[config.mk]
export PLATFORM = sky130hd
export DESIGN_NAME = serial_mod_n
export DESIGN_NICKNAME = d
export VERILOG_FILES = /design/src/rtl/serial_mod_pkg.sv /design/src/rtl/serial_mod_step_chain.sv /design/src/rtl/serial_mod_n.sv
export SDC_FILE = /design/constraint.sdc
export NUM_CORES = 1
export LEC_CHECK = 0
export BUFFER_PORTS_ARGS = -buffer_cell sky130_fd_sc_hd__buf_2
export CAP_MARGIN = 40
export CELL_PAD_IN_SITES_DETAIL_PLACEMENT = 0
export CELL_PAD_IN_SITES_GLOBAL_PLACEMENT = 1
export CORE_AREA = 2 2 39 41
export CTS_BUF_LIST = sky130_fd_sc_hd__clkbuf_4 sky130_fd_sc_hd__clkbuf_8
export DETAILED_ROUTE_END_ITERATION = 16
export DIE_AREA = 0 0 41 43
export GPL_ROUTABILITY_DRIVEN = 0
export HOLD_SLACK_MARGIN = 0.15
export PLACE_DENSITY = 0.7
export SYNTH_ARGS = -nofsm -noshare
export SYNTH_HDL_FRONTEND = slang
export SYNTH_SLANG_ARGS = --single-unit
[constraint.sdc]
create_clock -name clk -period 2.3 [get_ports clk]
set_clock_uncertainty 0.2 [all_clocks]
set_input_delay 0 -clock clk [delete_from_list [all_inputs] [get_ports clk]]
set_output_delay 0 -clock clk [all_outputs]
set_load 0.005 [all_outputs]
[src/rtl/serial_mod_pkg.sv]
// Shared types, limits and the single-bit remainder step for the serial modulo checker.
package serial_mod_pkg;

  localparam int DIVISOR_MIN = 2;
  localparam int DIVISOR_MAX = 256;
  localparam int W_MIN       = 1;
  localparam int W_MAX       = 8;
  localparam int MAX_RW      = 8;
  localparam int CNT_W       = 16;
  localparam logic [CNT_W-1:0] CNT_MAX = '1;

  // r < divisor, so 2r+b < 2*divisor and a single conditional subtract suffices.
  function automatic logic [MAX_RW:0] mod_step(input logic [MAX_RW:0] r,
                                               input logic            b,
                                               input logic [MAX_RW:0] divisor);
    logic [MAX_RW+1:0] t;
    t = {r, b};
    if (t >= {1'b0, divisor}) t = t - {1'b0, divisor};
    return t[MAX_RW:0];
  endfunction

endpackage

[src/rtl/serial_mod_step_chain.sv]
// Combinational W-deep chain of single-bit modulo steps: (base*2^W + x) mod DIVISOR.
module serial_mod_step_chain
  import serial_mod_pkg::*;
#(
  parameter int DIVISOR = 3,
  parameter int W       = 1,
  parameter int RW      = 2
) (
  input  logic [RW-1:0] base_i,
  input  logic [W-1:0]  x_i,
  output logic [RW-1:0] nxt_o
);

  localparam logic [MAX_RW:0] DIV_L = (MAX_RW+1)'(DIVISOR);

  logic [W:0][MAX_RW:0] r;

  assign r[0] = {{(MAX_RW+1-RW){1'b0}}, base_i};

  // MSB of the digit is absorbed first.
  for (genvar i = 0; i < W; i++) begin : g_step
    assign r[i+1] = mod_step(r[i], x_i[W-1-i], DIV_L);
  end

  assign nxt_o = r[W][RW-1:0];

endmodule

[src/rtl/serial_mod_n.sv]
// Serial MSB-first modulo-DIVISOR monitor with sof/eof framing and registered frame result.
// Optional per-frame beat counter enabled by defining SERIAL_MOD_BEAT_CNT_EN.
module serial_mod_n
  import serial_mod_pkg::*;
#(
  parameter  int DIVISOR = 3,
  parameter  int W       = 1,
  localparam int RW      = $clog2(DIVISOR)
) (
  input  logic          clk,
  input  logic          reset,
  input  logic          valid_i,
  input  logic          sof_i,
  input  logic          eof_i,
  input  logic [W-1:0]  x_i,
  output logic [RW-1:0] rem_o,
  output logic          div_o,
  output logic          res_valid_o,
  output logic [RW-1:0] res_rem_o,
  output logic          res_div_o
`ifdef SERIAL_MOD_BEAT_CNT_EN
  ,
  output logic [CNT_W-1:0] beat_cnt_o,
  output logic [CNT_W-1:0] res_beats_o
`endif
);

  if (DIVISOR < DIVISOR_MIN || DIVISOR > DIVISOR_MAX) begin : g_bad_divisor
    $error("serial_mod_n: DIVISOR out of range");
  end
  if (W < W_MIN || W > W_MAX) begin : g_bad_w
    $error("serial_mod_n: W out of range");
  end

  logic [RW-1:0] rem_q, rem_d, base, nxt;
  logic          res_valid_q, res_valid_d;
  logic [RW-1:0] res_rem_q, res_rem_d;
  logic          res_div_q, res_div_d;

  assign base = sof_i ? '0 : rem_q;

  serial_mod_step_chain #(.DIVISOR(DIVISOR), .W(W), .RW(RW)) u_chain (
    .base_i (base),
    .x_i    (x_i),
    .nxt_o  (nxt)
  );

  assign rem_o = valid_i ? nxt : rem_q;
  assign div_o = (rem_o == '0);

  always_comb begin
    rem_d       = rem_q;
    res_valid_d = 1'b0;
    res_rem_d   = res_rem_q;
    res_div_d   = res_div_q;
    if (valid_i) begin
      if (eof_i) begin
        rem_d       = '0;
        res_valid_d = 1'b1;
        res_rem_d   = nxt;
        res_div_d   = (nxt == '0);
      end else begin
        rem_d = nxt;
      end
    end
  end

  always_ff @(posedge clk or negedge reset) begin
    if (!reset) begin
      rem_q       <= '0;
      res_valid_q <= 1'b0;
      res_rem_q   <= '0;
      res_div_q   <= 1'b0;
    end else begin
      rem_q       <= rem_d;
      res_valid_q <= res_valid_d;
      res_rem_q   <= res_rem_d;
      res_div_q   <= res_div_d;
    end
  end

  assign res_valid_o = res_valid_q;
  assign res_rem_o   = res_rem_q;
  assign res_div_o   = res_div_q;

`ifdef SERIAL_MOD_BEAT_CNT_EN
  logic [CNT_W-1:0] cnt_q, cnt_d, cnt_base, cnt_view;
  logic [CNT_W-1:0] res_beats_q, res_beats_d;

  assign cnt_base = sof_i ? '0 : cnt_q;
  assign cnt_view = valid_i ? ((cnt_base == CNT_MAX) ? CNT_MAX : cnt_base + CNT_W'(1))
                            : cnt_q;

  always_comb begin
    cnt_d       = cnt_q;
    res_beats_d = res_beats_q;
    if (valid_i) begin
      if (eof_i) begin
        cnt_d       = '0;
        res_beats_d = cnt_view;
      end else begin
        cnt_d = cnt_view;
      end
    end
  end

  always_ff @(posedge clk or negedge reset) begin
    if (!reset) begin
      cnt_q       <= '0;
      res_beats_q <= '0;
    end else begin
      cnt_q       <= cnt_d;
      res_beats_q <= res_beats_d;
    end
  end

  assign beat_cnt_o  = cnt_view;
  assign res_beats_o = res_beats_q;
`endif

endmodule

==> results of run 1 <==
[registers in the layout, summed over array words and instances (netlist names)]
name,flops
res_rem_o,2
res_valid_o,1
rem_q,2
res_div_o,1
[what timing repair did]
action / in CTS / in global routing
setup endpoints to repair: 0 / 1
resized for setup: 0 / 1
hold buffers: 7 / 0
hold endpoints to repair: 12 / 0
[power by group]
group / internal, µW / leakage (µW) / switching, µW
clock: 58.9 / 0.0000138 / 35.8
combinational: 47.1 / 0.000164 / 40.1
sequential: 119 / 0.0000759 / 8.37
total: 225 / 0.000253 / 84.3
[Yosys cell counts]
cell type / instances / area [µm²]
nand4_1: 1 / 6.26
nor2b_1: 3 / 18.8
nand2_1: 4 / 15.0
mux2_4: 1 / 15.0
inv_1: 2 / 7.51
o21ai_1: 2 / 10.0
o21bai_1: 2 / 15.0
ha_1: 1 / 12.5
nor2_1: 6 / 22.5
and2_1: 1 / 6.26
a21oi_1: 1 / 5.00
a31oi_1: 2 / 12.5
mux2_2: 1 / 11.3
dfrtp_1: 6 / 150
a32oi_2: 1 / 16.3
[through the flow]
stage / hold slack (ns) / power (µW)
3_3_place_gp: -0.372 / 200
3_5_place_dp: -0.369 / 202
5_1_grt: 0.308 / 329
6_report: 0.285 / 309
4_1_cts: 0.290 / 312
2_1_floorplan: -0.496 / 170
[worst min-delay path, stage by stage (launching register included)]
cell and delay (ns):
dfrtp_1 0.34, nand2_1 0.05, o21ai_1 0.06
[cells by family (layout without fill, tap and decap cells)]
logic type | after synthesis | in the layout | share of synthesized area
simple gates | 15 | 15 | 0.212
buf+inv | 2 | 24 | 0.0232
mux | 2 | 2 | 0.0811
fa+ha+maj | 1 | 1 | 0.0386
flops | 6 | 6 | 0.463
compound gates | 8 | 8 | 0.181
[worst max path at each step]
stage	from	end	slack, ns
after CTS	rem_q[0]	div_o	0.05
after floorplan	rem_q[0]	rem_q[1]	0.36
after detailed placement	rem_q[0]	rem_q[1]	0.22
final	rem_q[0]	div_o	0.13
after global placement	rem_q[0]	rem_q[1]	0.26
after global routing	rem_q[0]	div_o	0.01
[routing by layer]
metal / wire length [µm] / share of wire
met1: 320 / 0.43
met3: 17 / 0.023
met5: 0 / 0
met2: 405 / 0.54
met4: 0 / 0
[layout make-up]
| class | instances | area share |
|---|---|---|
| sequential | 6 | 0.296 |
| clock buffer | 3 | 0.0443 |
| multi-input combinational | 26 | 0.350 |
| inverter | 2 | 0.0148 |
| timing repair buffer | 19 | 0.256 |
| tap | 16 | 0.0394 |
==> results.toml, run 1 <==
[floorplan]
die_y_um = 43
core_um2 = 1380
start_util = 0.234
dieArea_um2 = 1760
io_pins = 13
dieWidth_um = 41
rows = 14

[timing]
final.setup.tns_ns = 0
worstMarginPinSlew_ns = 0.275
period_needed_ns = 2.17
slew_viol_final = 0
max_slew_margin = 0.816
postLayoutSetupSlackWorst_ns = 0.134
fmax_mhz = 462
hold_viol = 0
rsz0062_at_grt = "false"
fin_crit_sh = 0.942
setup_violations = 0

[synthesis]
synth_area_um2 = 324
ys_types = 15
syn-instance-count = 34
synth.avg_cell_area_um2 = 9.53
synth_fp_nets = 41
synth-warning-count = 0
ys_ff_latch = 6
ys_seq_area_frac = 0.463

[clock_tree]
cts_setup_buffers = 0
cts.clk_slew.worst_paths_ns = 0.04
cts_buffer_depth = 2
clock_sinks = 6
cts_tree = "built"
clk_latency_ns = 0.24
root_buffer = "clkbuf_4"
htreeDepth = 1
cts_made_buffers = 3

[drt]
post_drt_wl_per_cell_um = 10.3
dr.pass1.iters = 4
ant_nets = 0
wl_um = 744
vias_per_cell = 4.28
dr.first_iter.drc_count = 6
num_vias = 308
drcViolationCount = 0

[global_route]
grt_pass1_wl_mm = 1.21
grt_max_degree = 7
use_met3 = 0
busiest_layer = "met2"
grt-ovfl-total = 0
grt_use_total = 0.101
met2_usage = 0.153
use_met1 = 0.120
antenna_found_initial = 0
grt_pass1_vias = 337

[run_status]
status = "finished clean"

[worst_setup_path]
worst_path_max_delay_cell = "dfrtp_1"
crit_family = "flip-flops"
path_buf_inv = 1
cpPeakStageDelay_ns = 0.40
start_kind = "flip-flop"
r2r_cells = 7
crit_chain = "nor2b_1 > ha_1 > mux2_4 > a32oi_4 > a21oi_1 > nor2_1 > buf_2"
r2r_end = "res_div_o"
critical_path.max_fanout = 4
rr_startpoint = "rem_q[0]"
reg2reg_slack_ns = 0.26
cp-end-kind = "output pin"
path_class = "reg -> out"
cp_data_required_time_ns = 2.10
critPathArrivalTime_ns = 1.97
cp.depth = 7

[min_path]
hold_path.startpoint = "res_rem_o[1]"
hold_path_depth = 2
min_path_type = "reg -> reg"
min_to = "res_rem_o[1]"

[cells_and_area]
finalInstanceArea_um2 = 508
regArea_um2 = 150
drive_above_1_share = 0.321
areaGrowthSynthToFinish_pct = 56.8
final_common_cell = "buf_2"
fin_cells = 72
fill_cells = 144
mostFrequentLayoutCells = "12 x buf_2, 7 x dlygate4sd3_1, 6 x nor2_1, 6 x dfrtp_1, 4 x nand2_1"
antenna_cells = 0
multiInputGateArea_um2 = 178
postLayoutCoreUtil = 0.367
nNetsFinal = 65

[pwr]
peakVddDrop_mv = 0.208
p_per_area_nw_per_um2 = 609
leakage_uw = 0.000253

[placement]
dpl.cell_count = 62
placed_area_um2 = 404
dpl_worst_slack_ns = 0.224
dp_hpwl_um = 553
portBuffers = 12

[run]
maxCapViolCount = 0
Note: power is estimated with default switching activity, not from simulation.
==> inputs of run 2 (changes only) <==
--- a/config.mk
+++ b/config.mk
@@ -9,13 +9,14 @@
 export CAP_MARGIN = 40
 export CELL_PAD_IN_SITES_DETAIL_PLACEMENT = 0
 export CELL_PAD_IN_SITES_GLOBAL_PLACEMENT = 1
-export CORE_AREA = 2 2 39 41
+export CORE_AREA = 3 3 40 42
 export CTS_BUF_LIST = sky130_fd_sc_hd__clkbuf_4 sky130_fd_sc_hd__clkbuf_8
 export DETAILED_ROUTE_END_ITERATION = 16
-export DIE_AREA = 0 0 41 43
+export DIE_AREA = 0 0 43 45
 export GPL_ROUTABILITY_DRIVEN = 0
 export HOLD_SLACK_MARGIN = 0.15
-export PLACE_DENSITY = 0.7
+export PLACE_DENSITY = 0.69
 export SYNTH_ARGS = -nofsm -noshare
 export SYNTH_HDL_FRONTEND = slang
+export SYNTH_HIERARCHICAL = 1
 export SYNTH_SLANG_ARGS = --single-unit
==> results.toml, run 2 <==
[synthesis]
yosysTopAreaCell = "dfrtp_1"
postSynth.asyncResetShare = 1.00
ys_ff_latch = 6
synth-main-ff-cell = "dfrtp_1"
synth-warning-count = 6
ys_types = 15
synth_fp_nets = 37
yosys-top-cells-count = "6 x dfrtp_1, 4 x nand2_1, 3 x mux2_4"
synth-edff-count = 0
synth_area_leaders = "dfrtp_1 47%, mux2_4 14%, nand2_1 4.7%, ha_1 3.9%, nand2b_1 3.9%"
synth_most_common_cell = "dfrtp_1"
yosysTopAreaCellShare = 0.472
synth_area_um2 = 318
ys_seq_area_frac = 0.472
synth.avg_cell_area_um2 = 10.6
syn-instance-count = 30

[drt]
num_vias = 303
dr.pass1.iters = 2
wl_um = 754
vias_per_cell = 4.33
ant_nets = 0
drcViolationCount = 0
post_drt_wl_per_cell_um = 10.8
dr.first_iter.drc_count = 1

[global_route]
grt_pass1_vias = 297
antenna_found_initial = 0
grt_max_degree = 8
grt_use_total = 0.0898
grt-ovfl-total = 0
grt_pass1_wl_mm = 1.24

[min_path]
min_path_type = "reg -> reg"

[timing]
rsz0062_at_grt = "false"
fin_crit_sh = 0.952
setup_violations = 0
worstMarginPinSlew_ns = 0.275
max_slew_margin = 0.816
period_needed_ns = 2.19
hold_viol = 0
fmax_mhz = 457
slew_viol_final = 0
final.setup.tns_ns = 0

[worst_setup_path]
critical_path.max_fanout = 4
start_kind = "flip-flop"
critPathArrivalTime_ns = 1.99
path_class = "reg -> out"
cp_data_required_time_ns = 2.10
cp-end-kind = "output pin"

[placement]
dpl.cell_count = 57
dp_hpwl_um = 567
portBuffers = 12

[clock_tree]
cts_buffer_depth = 2
clock_sinks = 6
cts_tree = "built"
htreeDepth = 1
root_buffer = "clkbuf_4"
cts.clk_slew.worst_paths_ns = 0.04
cts_made_buffers = 3
clk_latency_ns = 0.24

[floorplan]
io_pins = 13
dieWidth_um = 43
rows = 13
die_y_um = 45
dieArea_um2 = 1940
start_util = 0.247
core_um2 = 1280

[run_status]
status = "finished clean"

[cells_and_area]
final_common_cell = "buf_2"
fin_cells = 70
antenna_cells = 0
drive_above_1_share = 0.455
nNetsFinal = 64
areaGrowthSynthToFinish_pct = 64.6
mostFrequentLayoutCells = "12 x buf_2, 7 x dlygate4sd3_1, 6 x dfrtp_1"

[pwr]
peakVddDrop_mv = 0.234
leakage_uw = 0.000284
p_per_area_nw_per_um2 = 600

[run]
maxCapViolCount = 0
run 2: cell count changes after synthesis, moves of 2 or more:
cell      change
o21bai_1      -2
nand2b_1      +2
nor2_1        -4
nor3_1        +2
mux2_4        +2
a31oi_1       -2
run 2: what timing repair did:
| action | in CTS | in global routing |
|---|---|---|
| resized for setup | 2 | 2 |
| hold buffers | 7 | 0 |
| hold endpoints to repair | 12 | 0 |
| pin swaps | 0 | 1 |
| gates cloned | 0 | 0 |
| endpoints found under the setup margin | 1 | 2 |
| buffers inserted | 0 | 3 |
run 2: power by group:
group	leakage [µW]	internal (µW)	switching, µW
combinational	0.000193	56.2	36.2
clock	0.0000138	58.8	34.0
sequential	0.0000770	120	8.00
total	0.000284	235	78.3
run 2: per-layer routing:
| layer | vias to the layer above | share of wire | global-route usage |
|---|---|---|---|
| met5 | - | 0 | 0 |
| li1 | 155 | - | - |
| met4 | 0 | 0 | 0.0723 |
| met2 | 5 | 0.56 | 0.156 |
| met1 | 143 | 0.40 | 0.0911 |
| met3 | 0 | 0.041 | 0.0239 |
run 2: cell type report:
| cell class | instances | area, µm² |
|---|---|---|
| clock buffers | 3 | 22.5 |
| fillers | 124 | 762 |
| inverters | 1 | 3.75 |
| multi-input cells | 23 | 175 |
| flip-flops and latches | 6 | 150 |
| well taps | 15 | 18.8 |
| repair buffers | 22 | 153 |
run 2: path summary, 6_finish.rpt:
path / start / endpoint / slack (ns) / depth (start not counted)
setup / recovery: rem_q[0] / div_o / 0.11 / 7
hold / removal: res_div_o / res_div_o / 0.30 / 1
setup reg to reg: rem_q[0] / rem_q[1] / 0.15 / 7
hold reg to reg: res_div_o / res_div_o / 0.30 / 1
max in group asynchronous: reset / rem_q[1] / 1.19 / 3
min in group asynchronous: reset / res_rem_o[1] / 0.50 / 3
run 2: worst max-delay path, cell delays in order, from the launching register on:
cell and delay (ns):
dfrtp_1 0.39, nor2b_1 0.16, ha_2 0.20, or4b_1 0.54
o21ai_2 0.10, nor2_1 0.09, a21o_1 0.17, buf_2 0.12
run 2: cells by family after synthesis:
| logic type | after synthesis | synth area share |
|---|---|---|
| simple gates | 14 | 0.232 |
| flops | 6 | 0.472 |
| compound gates | 5 | 0.102 |
| mux | 3 | 0.142 |
| buf+inv | 1 | 0.0118 |
| fa+ha+maj | 1 | 0.0394 |
run 2: stage by stage:
step / setup WS [ns] / power (µW) / cell area [µm²] / hold WS [ns] / util
after global placement: 0.158 / 202 / 397 / -0.370 / 0.309
after global routing: 0.00413 / 339 / 523 / 0.315 / 0.407
final: 0.111 / 314 / 523 / 0.304 / 0.407
after detailed placement: 0.145 / 204 / 397 / -0.373 / 0.309
after CTS: 0.0523 / 314 / 493 / 0.304 / 0.384
after floorplan: 0.283 / 170 / 318 / -0.496 / -
==> inputs of run 3 (changes only) <==
--- a/config.mk
+++ b/config.mk
@@ -11,11 +11,13 @@
 export CELL_PAD_IN_SITES_GLOBAL_PLACEMENT = 1
 export CORE_AREA = 3 3 40 42
 export CTS_BUF_LIST = sky130_fd_sc_hd__clkbuf_4 sky130_fd_sc_hd__clkbuf_8
+export CTS_CLUSTER_DIAMETER = 150
 export DETAILED_ROUTE_END_ITERATION = 16
 export DIE_AREA = 0 0 43 45
 export GPL_ROUTABILITY_DRIVEN = 0
 export HOLD_SLACK_MARGIN = 0.15
-export PLACE_DENSITY = 0.69
+export MAX_ROUTING_LAYER = met4
+export PLACE_DENSITY = 0.71
 export SYNTH_ARGS = -nofsm -noshare
 export SYNTH_HDL_FRONTEND = slang
 export SYNTH_HIERARCHICAL = 1
==> constraint.sdc (replaced) <==
create_clock -name clk -period 1.8 [get_ports clk]
set_clock_uncertainty 0.2 [all_clocks]
set_input_delay 0 -clock clk [delete_from_list [all_inputs] [get_ports clk]]
set_output_delay 0 -clock clk [all_outputs]
set_load 0.005 [all_outputs]
==> results.toml, run 3 (synthesis results as in run 2) <==
[global_route]
grt_use_total = 0.111
grt_pass1_vias = 381
antenna_found_initial = 0
grt_max_degree = 8
grt_pass1_wl_mm = 1.53
grt-ovfl-total = 0

[timing]
worstMarginPinSlew_ns = 0.295
slew_viol_final = 0
postLayoutSetupSlackWorst_ns = -0.267
fin_crit_sh = 1.15
setup_violations = 5
fmax_mhz = 484
period_needed_ns = 2.07
hold_viol = 0
rsz0062_at_grt = "true"
max_slew_margin = 0.802

[clock_tree]
root_buffer = "clkbuf_4"
cts_made_buffers = 3
cts.clk_slew.worst_paths_ns = 0.04
htreeDepth = 1
clk_latency_ns = 0.24
clock_sinks = 6
cts_buffer_depth = 2
cts_tree = "built"

[cells_and_area]
final_common_cell = "buf_2"
nNetsFinal = 68
fin_cells = 74
mostFrequentLayoutCells = "12 x buf_2, 7 x buf_4, 6 x dfrtp_1"
antenna_cells = 0
fill_cells = 118
areaGrowthSynthToFinish_pct = 92.5
drive_above_1_share = 0.661

[placement]
portBuffers = 12
dp_hpwl_um = 551
dpl_worst_slack_ns = -0.119
dpl.cell_count = 62

[run_status]
failed_checks = "negative setup slack"
status = "complete, but fails checks"

[drt]
dr.first_iter.drc_count = 1
ant_nets = 0
post_drt_wl_per_cell_um = 12.4
vias_per_cell = 4.58
num_vias = 339
dr.pass1.iters = 2
wl_um = 915
drcViolationCount = 0

[worst_setup_path]
cp_data_required_time_ns = 1.60
start_kind = "flip-flop"
path_class = "reg -> out"
cp-end-kind = "output pin"
critPathArrivalTime_ns = 1.87
critical_path.max_fanout = 3
reg2reg_slack_ns = -0.22

[pwr]
p_per_area_nw_per_um2 = 718
peakVddDrop_mv = 0.410
power.total_uw = 439
leakage_uw = 0.000321

[floorplan]
dieWidth_um = 43
dieArea_um2 = 1940
core_um2 = 1280
io_pins = 13
rows = 13
start_util = 0.247
die_y_um = 45

[run]
maxCapViolCount = 0

[min_path]
min_path_type = "in -> reg"
-- run 3: metrics by stage --
step	hold slack (ns)	instance area [µm²]	utilization	TNS (ns)
2_1_floorplan	-0.496	332	-	-0.0830
3_3_place_gp	-0.368	448	0.349	-0.0810
3_5_place_dp	-0.365	448	0.349	-0.208
4_1_cts	0.0265	567	0.441	-0.838
5_1_grt	0.189	612	0.476	-1.28
6_report	0.181	612	0.476	-0.916
-- run 3: area by class of cell --
type	instances	area (µm²)	area share
clock buffers	3	22.5	0.0368
inverters	1	3.75	0.00613
multi-input cells	23	230	0.376
flip-flops and latches	6	150	0.245
well taps	15	18.8	0.0307
repair buffers	26	186	0.305
-- run 3: per-layer routing --
layer,share of wire,vias to the layer above,track usage,routed length [µm]
li1,-,164,-,-
met1,0.36,165,0.111,325
met2,0.59,8,0.195,537
met3,0.040,2,0.0199,37
met4,0.016,0,0.0843,15
met5,0,-,-,0
-- run 3: path summary, 6_finish.rpt --
| path | from | to | depth (start not counted) |
|---|---|---|---|
| max in group asynchronous | reset | res_div_o | 3 |
| min in group asynchronous | reset | rem_q[1] | 3 |
| worst min register to register | res_rem_o[0] | res_rem_o[0] | 1 |
| worst max-delay path | rem_q[0] | div_o | 7 |
| worst max register to register | rem_q[0] | res_div_o | 7 |
| worst min-delay path | x_i | rem_q[0] | 6 |
-- run 3: where the power goes --
group / switching (µW) / internal (µW)
sequential: 9.10 / 154
clock: 46.0 / 75.3
combinational: 62.5 / 92.6
-- run 3: worst max-delay path, cell delays in order, from the launching register on --
cell     delay (ns)
dfrtp_1        0.37
nor2b_4        0.14
ha_4           0.16
or4b_4         0.49
o21ai_4        0.10
nor2_2         0.07
a21o_1         0.18
buf_2          0.12
-- run 3: what timing repair did --
action	CTS	global route
hold buffers	4	0
resized for setup	8	6
setup buffers	3	2
hold endpoints to repair	12	0
pin swaps	2	5
setup endpoints to repair	5	8
